==> config.mk <==
export PLATFORM = sky130hd
export DESIGN_NAME = everloop_frame_ctrl
export DESIGN_NICKNAME = d
export VERILOG_FILES = /design/src/rtl/everloop_pkg.sv /design/src/rtl/everloop_latch_timer.sv /design/src/rtl/everloop_frame_ctrl.sv
export SDC_FILE = /design/constraint.sdc
export NUM_CORES = 1
export LEC_CHECK = 0
export CAP_MARGIN = 25
export CORE_AREA = 2 2 61 63
export CTS_BUF_LIST = sky130_fd_sc_hd__clkbuf_8 sky130_fd_sc_hd__clkbuf_16
export CTS_CLUSTER_DIAMETER = 40
export DETAILED_ROUTE_END_ITERATION = 12
export DIE_AREA = 0 0 63 65
export GPL_ROUTABILITY_DRIVEN = 0
export PLACE_DENSITY = 0.76
export SYNTH_ARGS = -nofsm -noshare
export SYNTH_HDL_FRONTEND = slang
export SYNTH_HIERARCHICAL = 1
export SYNTH_SLANG_ARGS = --single-unit
==> constraint.sdc <==
create_clock -name clk -period 2.69 [get_ports clk]
set_input_delay 0.538 -clock clk [delete_from_list [all_inputs] [get_ports clk]]
set_output_delay 0.538 -clock clk [all_outputs]
set_load 0.05 [all_outputs]
==> src/rtl/everloop_pkg.sv <==
// Shared types and helpers for the everloop frame sequencer: state encoding,
// frame size derivation, byte index width and the brightness scaling helper.
package everloop_pkg;

    typedef enum logic [1:0] {
        IDLE  = 2'd0,
        FETCH = 2'd1,
        SEND  = 2'd2,
        LATCH = 2'd3
    } state_e;

    localparam int IDX_W = 8;

    function automatic int frame_bytes(input int num_leds, input int bytes_per_led);
        return num_leds * bytes_per_led;
    endfunction

    // Upper byte of the 8x8 product, so full brightness yields value-1 for nonzero data.
    function automatic logic [7:0] dim_byte(input logic [7:0] dat, input logic [7:0] bright);
        logic [15:0] prod;
        prod = {8'd0, dat} * {8'd0, bright};
        return prod[15:8];
    endfunction

endpackage

==> src/rtl/everloop_latch_timer.sv <==
// Loadable down-counter: after load_i, done_o is high on the CYCLES-th cycle,
// then the counter rests at zero until the next load.
module everloop_latch_timer #(
    parameter int CYCLES = 10
) (
    input  logic clk,
    input  logic nrst,
    input  logic load_i,
    output logic done_o
);

    localparam int CNT_W = $clog2(CYCLES + 1);
    localparam logic [CNT_W-1:0] LOAD_VAL = CNT_W'(CYCLES);
    localparam logic [CNT_W-1:0] ONE      = CNT_W'(1);

    logic [CNT_W-1:0] cnt_q, cnt_d;

    always_comb begin
        cnt_d = cnt_q;
        if (load_i) begin
            cnt_d = LOAD_VAL;
        end else if (cnt_q != '0) begin
            cnt_d = cnt_q - ONE;
        end
    end

    always_ff @(posedge clk or negedge nrst) begin
        if (!nrst) begin
            cnt_q <= '0;
        end else begin
            cnt_q <= cnt_d;
        end
    end

    assign done_o = (cnt_q == ONE);

endmodule

==> src/rtl/everloop_frame_ctrl.sv <==
// Everloop frame sequencer: fetches each frame byte from the active RAM bank,
// hands it to the serializer, holds the latch gap and swaps banks on commit.
// Optional brightness scaling is enabled by defining EVERLOOP_DIM_EN.
module everloop_frame_ctrl
    import everloop_pkg::*;
#(
    parameter int NUM_LEDS      = 35,
    parameter int BYTES_PER_LED = 4,
    parameter int ADR_W         = 11,
    parameter int BANK_STRIDE   = 256,
    parameter int LATCH_CYCLES  = 10
) (
    input  logic             clk,
    input  logic             nrst,
    input  logic             enable_i,
    input  logic             commit_i,
    output logic             commit_pending_o,
    output logic             active_bank_o,
    output logic             rd_en_o,
    output logic [ADR_W-1:0] rd_adr_o,
    input  logic             rd_ack_i,
    input  logic [7:0]       rd_dat_i,
`ifdef EVERLOOP_DIM_EN
    input  logic [7:0]       brightness_i,
`endif
    output logic             ser_valid_o,
    output logic [7:0]       ser_data_o,
    input  logic             ser_ready_i,
    output logic             ser_latch_o,
    output logic             frame_done_o
);

    localparam int               FRAME_BYTES = frame_bytes(NUM_LEDS, BYTES_PER_LED);
    localparam logic [IDX_W-1:0] LAST_IDX    = IDX_W'(FRAME_BYTES - 1);
    localparam logic [IDX_W-1:0] IDX_ONE     = IDX_W'(1);
    localparam logic [ADR_W-1:0] BANK1_BASE  = ADR_W'(BANK_STRIDE);

    state_e           state_q, state_d;
    logic [IDX_W-1:0] idx_q, idx_d;
    logic [7:0]       data_q, data_d;
    logic             bank_q, bank_d;
    logic             pending_q, pending_d;
    logic             timer_load;
    logic             timer_done;
    logic [7:0]       cap_byte;

`ifdef EVERLOOP_DIM_EN
    assign cap_byte = dim_byte(rd_dat_i, brightness_i);
`else
    assign cap_byte = rd_dat_i;
`endif

    everloop_latch_timer #(
        .CYCLES (LATCH_CYCLES)
    ) u_latch_timer (
        .clk    (clk),
        .nrst   (nrst),
        .load_i (timer_load),
        .done_o (timer_done)
    );

    always_comb begin
        state_d      = state_q;
        idx_d        = idx_q;
        data_d       = data_q;
        bank_d       = bank_q;
        pending_d    = pending_q | commit_i;
        timer_load   = 1'b0;
        rd_en_o      = 1'b0;
        ser_valid_o  = 1'b0;
        ser_latch_o  = 1'b0;
        frame_done_o = 1'b0;
        case (state_q)
            IDLE: begin
                if (enable_i) begin
                    idx_d   = '0;
                    state_d = FETCH;
                end
            end
            FETCH: begin
                rd_en_o = 1'b1;
                if (rd_ack_i) begin
                    data_d  = cap_byte;
                    state_d = SEND;
                end
            end
            SEND: begin
                ser_valid_o = 1'b1;
                if (ser_ready_i) begin
                    if (idx_q == LAST_IDX) begin
                        timer_load = 1'b1;
                        state_d    = LATCH;
                    end else begin
                        idx_d   = idx_q + IDX_ONE;
                        state_d = FETCH;
                    end
                end
            end
            LATCH: begin
                ser_latch_o = 1'b1;
                // Frame boundary: the only point where the bank may swap and enable is sampled.
                if (timer_done) begin
                    frame_done_o = 1'b1;
                    idx_d        = '0;
                    pending_d    = commit_i;
                    if (pending_q) begin
                        bank_d = ~bank_q;
                    end
                    state_d = enable_i ? FETCH : IDLE;
                end
            end
            default: state_d = IDLE;
        endcase
    end

    always_ff @(posedge clk or negedge nrst) begin
        if (!nrst) begin
            state_q   <= IDLE;
            idx_q     <= '0;
            data_q    <= '0;
            bank_q    <= 1'b0;
            pending_q <= 1'b0;
        end else begin
            state_q   <= state_d;
            idx_q     <= idx_d;
            data_q    <= data_d;
            bank_q    <= bank_d;
            pending_q <= pending_d;
        end
    end

    assign rd_adr_o         = (bank_q ? BANK1_BASE : '0) + ADR_W'(idx_q);
    assign ser_data_o       = data_q;
    assign active_bank_o    = bank_q;
    assign commit_pending_o = pending_q;

endmodule

# After elaboration in Yosys (flattened, before gate mapping)
# Index checks and enable logic that the tools add are counted.
# word_totals
word_cells	54
inputBits	14
ff_bits	24
out_inout_bits	25
# op_classes
bitwise	2
n_eq_ne	10
muxes	25
n_reduce_logical	8
n_addsub	3
# ops
cell	count
$mux W8	4
$pmux W8 S3	1
$mux W1	11
$add A9 B8 Y10	1
$mux W2	5
$ne A2 B2 Y1 const B	5
$mux W9	1
$add A8 B1 Y8 const B	1
$eq A8 B8 Y1 const B	1
$mux W4	2
$pmux W2 S4	1
$reduce_and A5 Y1	1
$eq A2 B2 Y1 const B	2
$eq A4 B1 Y1 const B	1
$reduce_and A4 Y1	1
$reduce_bool A4 Y1	1
$sub A4 B1 Y4 const B	1
$reduce_and A3 Y1	1
$reduce_bool A3 Y1	1
$eq A2 B1 Y1 const B	1
$logic_not A2 Y1	1
$reduce_and A2 Y1	1
$reduce_bool A2 Y1	1
$not A1 Y1	1
$or A1 B1 Y1	1

# Longest topological paths before layout
# logic_depth
depth_word	5
depth_mapped	8
ltp_nobuf	7

# Cells and area by module
# Netlist, hierarchy kept.
# by_module_without_submodules
mod	cells_each	area_per_inst_um2	n_inst
everloop_frame_ctrl	103	1092.3	1
everloop_latch_timer	24	241.5	1

# Least setup slack after synthesis
# OpenSTA, ideal clock, no wires.
# synth_timing
path_type	register to register
start	reg state_q[0]
end	reg idx_q[7]
path_stages_with_launch	8
setup_time_ns	0.070
slack_ns	0.300
n_path_buf	1
period_less_slack_ns	2.390
arrival_ns	2.320
t_required_ns	2.620
path_cell_list	dfrtp_1 -> inv_1 -> ha_1 -> and2b_4 -> or4_4 -> buf_6 -> or4_1 -> nand3_1
# synth_between
elab_chain_len	3
word_cells_on_any_way	10
cone_classes	eq/ne: 6; mux: 1; reduce/logical: 3
# synth_lines
element	line	text
start, declared	everloop_frame_ctrl.sv:38	state_e state_q, state_d;
start signal, assigned	everloop_frame_ctrl.sv:124	state_q <= state_d;
$eq A2 B2 Y1 / $logic_not A2 Y1 (equally long branches)	everloop_frame_ctrl.sv:73	case (state_q)
$ne A2 B2 Y1 (no line) / $reduce_bool A3 Y1 (equally long branches)	n/a	
$reduce_and A5 Y1 (no line)	n/a	
end signal, assigned	everloop_frame_ctrl.sv:125	idx_q <= idx_d;
end, declared	everloop_frame_ctrl.sv:39	logic [IDX_W-1:0] idx_q, idx_d;
# Several ways; a longest one is shown, not always the timed one.
# A chain may end at the register's enable or synchronous reset.

# Final worst setup path
# layout_timing
start	reg u_latch_timer.cnt_q[1]
end	reg idx_q[7]
# layout_between
elab_chain_len	3
# layout_lines
element	line	text
start, declared	everloop_latch_timer.sv:16	logic [CNT_W-1:0] cnt_q, cnt_d;
start signal, assigned	everloop_latch_timer.sv:31	cnt_q <= cnt_d;
$eq A4 B1 Y1	everloop_latch_timer.sv:35	assign done_o = (cnt_q == ONE);
named net timer_done	everloop_frame_ctrl.sv:44	logic timer_done;
$ne A2 B2 Y1 (no line)	n/a	
$reduce_and A5 Y1 (no line)	n/a	
# The timed path passes the listed nets, and every way through them passes these cells.

==> results.rst <==
.. list-table::
   :header-rows: 1

   * - Metric
     - Value
   * - Largest net degree at the start of global routing
     - 25
   * - Skew final
     - approximately 1.4 ps
   * - Area share of the leading cell type in the synthesized netlist
     - 45.0%
   * - Post-synthesis cell type count
     - 38
   * - Element type at the critical path end
     - flip-flop
   * - Origin of the critical flop-to-flop path
     - u_latch_timer/cnt_q[1]
   * - Post-synthesis compound-gate area fraction
     - 13.0%
   * - Reg-to-reg slack, setup
     - 300 ps
   * - Count of nets left with antenna violations after detail routing
     - 0
   * - Inserted Diodes
     - 0
   * - Final routed wire length divided by cell count
     - 13.3 um
   * - Latest clock arrival within the worst-skew pair
     - 270 ps
   * - Crit path cell chain
     - inv_1, ha_1, nor3b_1, nor2b_4, or4_4, or4_1, nand3_1
   * - Cell count of the worst reg-to-reg path
     - 7
   * - Fin. Hold Viols
     - 0
   * - Mapped Cells
     - 127
   * - CTS Buf Count
     - 3
   * - Count of hold-fix buffers inserted at cts
     - 0
   * - Horizontal extent of the die
     - around 63 um
   * - Total design power
     - between 2 and 2.5 mW
   * - Unrepaired setup endpoints after global routing
     - false
   * - Warnings, synthesis
     - 6
   * - P per Cell Area
     - about 1200 nW/um2
   * - Highest-count cells in the layout ignoring fill and taps
     - clkdlybuf4s50_1, dfrtp_1, o31ai_1, ha_1
   * - Post-Synth Adder-Cell Area
     - 8.44%
   * - Post-CTS Setup Bufs
     - 0
   * - Share of cells above drive strength 1
     - approximately 13%
   * - Die Outline Area
     - 4100 um2
   * - Post-synth EDFFs
     - 0
   * - Outcome
     - finished, final reports clean
   * - Total Neg Setup Slack
     - 0 ps
   * - Dominant combinational cell family by area after synthesis
     - simple AND/OR/NAND/NOR gates
   * - Vias after detailed routing
     - approximately 1,100
   * - Setup crit start
     - u_latch_timer/cnt_q[1]
   * - Mapped cell area
     - 1330 um2
   * - Register area share after synthesis
     - between 40% and 50%
   * - Clock slew at reported path FFs
     - ~90 ps
   * - First-pass iteration count of the detailed router
     - 4
   * - Die span in y
     - approximately 65 um
   * - Post-synthesis async set-or-reset flop share
     - 100%
   * - Synth Flop Type
     - dfrtp_1
   * - Initial Utilization
     - about two fifths
   * - Leak pwr
     - 0.799 nW
   * - Fmax
     - approximately 420 MHz
   * - Initial antenna violation count
     - 0
   * - Core Footprint
     - 3500 um2
   * - Slew Limit Headroom
     - between 60% and 70%
   * - Share of cell area taken by muxes after synthesis
     - 6.75%
   * - Post-CTS Resized
     - 0
   * - Class of the tightest hold or removal check
     - reg -> reg
   * - Path type of the worst setup path
     - reg -> reg
   * - Row Count
     - 22
   * - Count of final setup violators
     - 0
   * - Number of maximum-capacitance violations
     - 0
   * - Total global routing overflow
     - 0
   * - CTS H-tree depth
     - 1
   * - Via density
     - 5.10
   * - Most area-consuming cells after synthesis
     - dfrtp_1, ha_1, mux2_2
   * - Cells on Worst Hold Path
     - 1
   * - Number of placed instances with taps included
     - roughly 210
   * - TritonCTS clock tree
     - built
   * - Commonest non-fill, non-tap cell in the layout
     - clkdlybuf4s50_1
   * - Fin. max-slew vios
     - 0
   * - Total Nets Final
     - 189
   * - Signed area change from the synthesized netlist to the final layout
     - 36.3%
   * - Maximum vdd ir drop
     - ~0.00057 V
   * - #FFs+latches synth
     - 24
   * - Boundary Pins
     - 39
   * - Largest fanout on the critical path
     - 10
   * - Largest stage delay on the critical path
     - ~620 ps
   * - Area share of and/or/nand/nor cells after synthesis
     - around a fifth
   * - Clock Path Buffers
     - 2
   * - Post-Synth XOR/XNOR Area
     - 1.31%
   * - Slowest cell on the critical path
     - or4_4
   * - CTS Root Cell
     - clkbuf_8
   * - Post-synthesis average cell area
     - around 11 um2
   * - Detailed Route WL
     - ~2.8 mm
   * - Tot GR Track Use
     - between 15 and 20%
   * - Final worst-path cycle share
     - between 80% and 90%
   * - Critical path startpoint category
     - flip-flop
   * - Final non-filler cell total
     - around 210
   * - Crit path arrival time
     - around 2600 ps
   * - Global-route wire length before repair
     - around 5.0 mm
   * - Detailed router's first-iteration violation count
     - 14
   * - Sink Count
     - 24
   * - Worst slew pin tran
     - between 500 and 600 ps
   * - Remaining design rule violation count
     - 0
   * - Number of global-route vias before repair
     - 1,107
   * - CP required
     - roughly 2900 ps
   * - Min-Delay Startpoint
     - active_bank_o
   * - HPWL after detailed placement
     - 2.12 mm
   * - IO buf count
     - 36
   * - Leading area contributor after synthesis
     - dfrtp_1
   * - Final worst path period need
     - 2390 ps
   * - Number of fill cells in the layout
     - 320
==> where the power goes <==
group | leakage, nW | internal [mW] | total [mW] | switching [mW]
registers | 0.297 | 0.494 | 0.598 | 0.104
clock network | 0.0357 | 0.199 | 0.319 | 0.120
logic | 0.466 | 0.511 | 1.32 | 0.805
==> synth_stat cells, types with 2 or more instances <==
library cell	instances
dfrtp_1	24
ha_1	9
o31ai_1	9
mux2_2	8
nand3_1	8
inv_1	7
nand2_1	6
nor2_1	5
nor2b_1	5
o21ai_0	5
a21oi_1	4
buf_4	3
a31oi_1	2
and2_1	2
and3_1	2
clkbuf_1	2
nand2b_1	2
nand4_1	2
nor3b_1	2
xnor2_1	2
==> area by class of cell <==
class	count	area (um2)	area share [%]
multi-input combinational	91	669	36.8
sequential	24	601	33.0
timing repair buffer	39	390	21.5
tap	48	60.1	3.30
clock buffer	3	41.3	2.27
clock inverter	1	30.0	1.65
inverter	7	26.3	1.45
==> worst paths after layout <==
kind / to
max: idx_q[7]
min: active_bank_o
max reg2reg: idx_q[7]
min reg2reg: active_bank_o
max in group asynchronous: u_latch_timer/cnt_q[0]
min in group asynchronous: idx_q[4]
==> per-stage QoR <==
| stage | worst slack [ps] | utilization, % | hold slack (ps) | instance area (um2) |
|---|---|---|---|---|
| 2_1_floorplan | 300 | - | 242 | 1340 |
| 3_3_place_gp | 284 | 50.0 | 484 | 1750 |
| 3_5_place_dp | 262 | 50.0 | 491 | 1750 |
| 4_1_cts | 300 | 52.0 | 510 | 1820 |
| 5_1_grt | 177 | 52.0 | 538 | 1820 |
| 6_report | 300 | 52.0 | 501 | 1820 |
==> kinds of logic (layout without fill, tap and decap cells) <==
| family | after synthesis | in the layout |
|---|---|---|
| other | 1 | 2 |
| muxes | 8 | 8 |
| buffers and inverters | 13 | 50 |
| xor gates and xnor gates | 2 | 2 |
| AOI/OAI and AO/OA | 26 | 26 |
| adders and majority gates | 9 | 9 |
| and+or+nand+nor | 44 | 44 |
| DFF | 24 | 24 |
==> state kept, by name, summed over array words and instances, names as in the netlist <==
register and flops:
active_bank_o 1, commit_pending_o 1, idx_q 8, ser_data_o 8, state_q 2, u_latch_timer/cnt_q 4
==> worst max-delay path: cells and delay by family, from the launching register on <==
family / cells / cell delay (ps)
adder cells (fa/ha/maj): 1 / 140
buffers and inverters: 1 / 110
flip-flops: 1 / 400
AND/OR/NAND/NOR: 5 / 1690
==> metal layers <==
metal	up-vias	track usage [%]	share of wire, %
li1	528	-	-
met1	511	17.6	41
met2	41	27.7	52
met3	6	4.69	6.0
met4	0	5.83	1.4
met5	-	0	0
(Power assumes the default switching activity.)
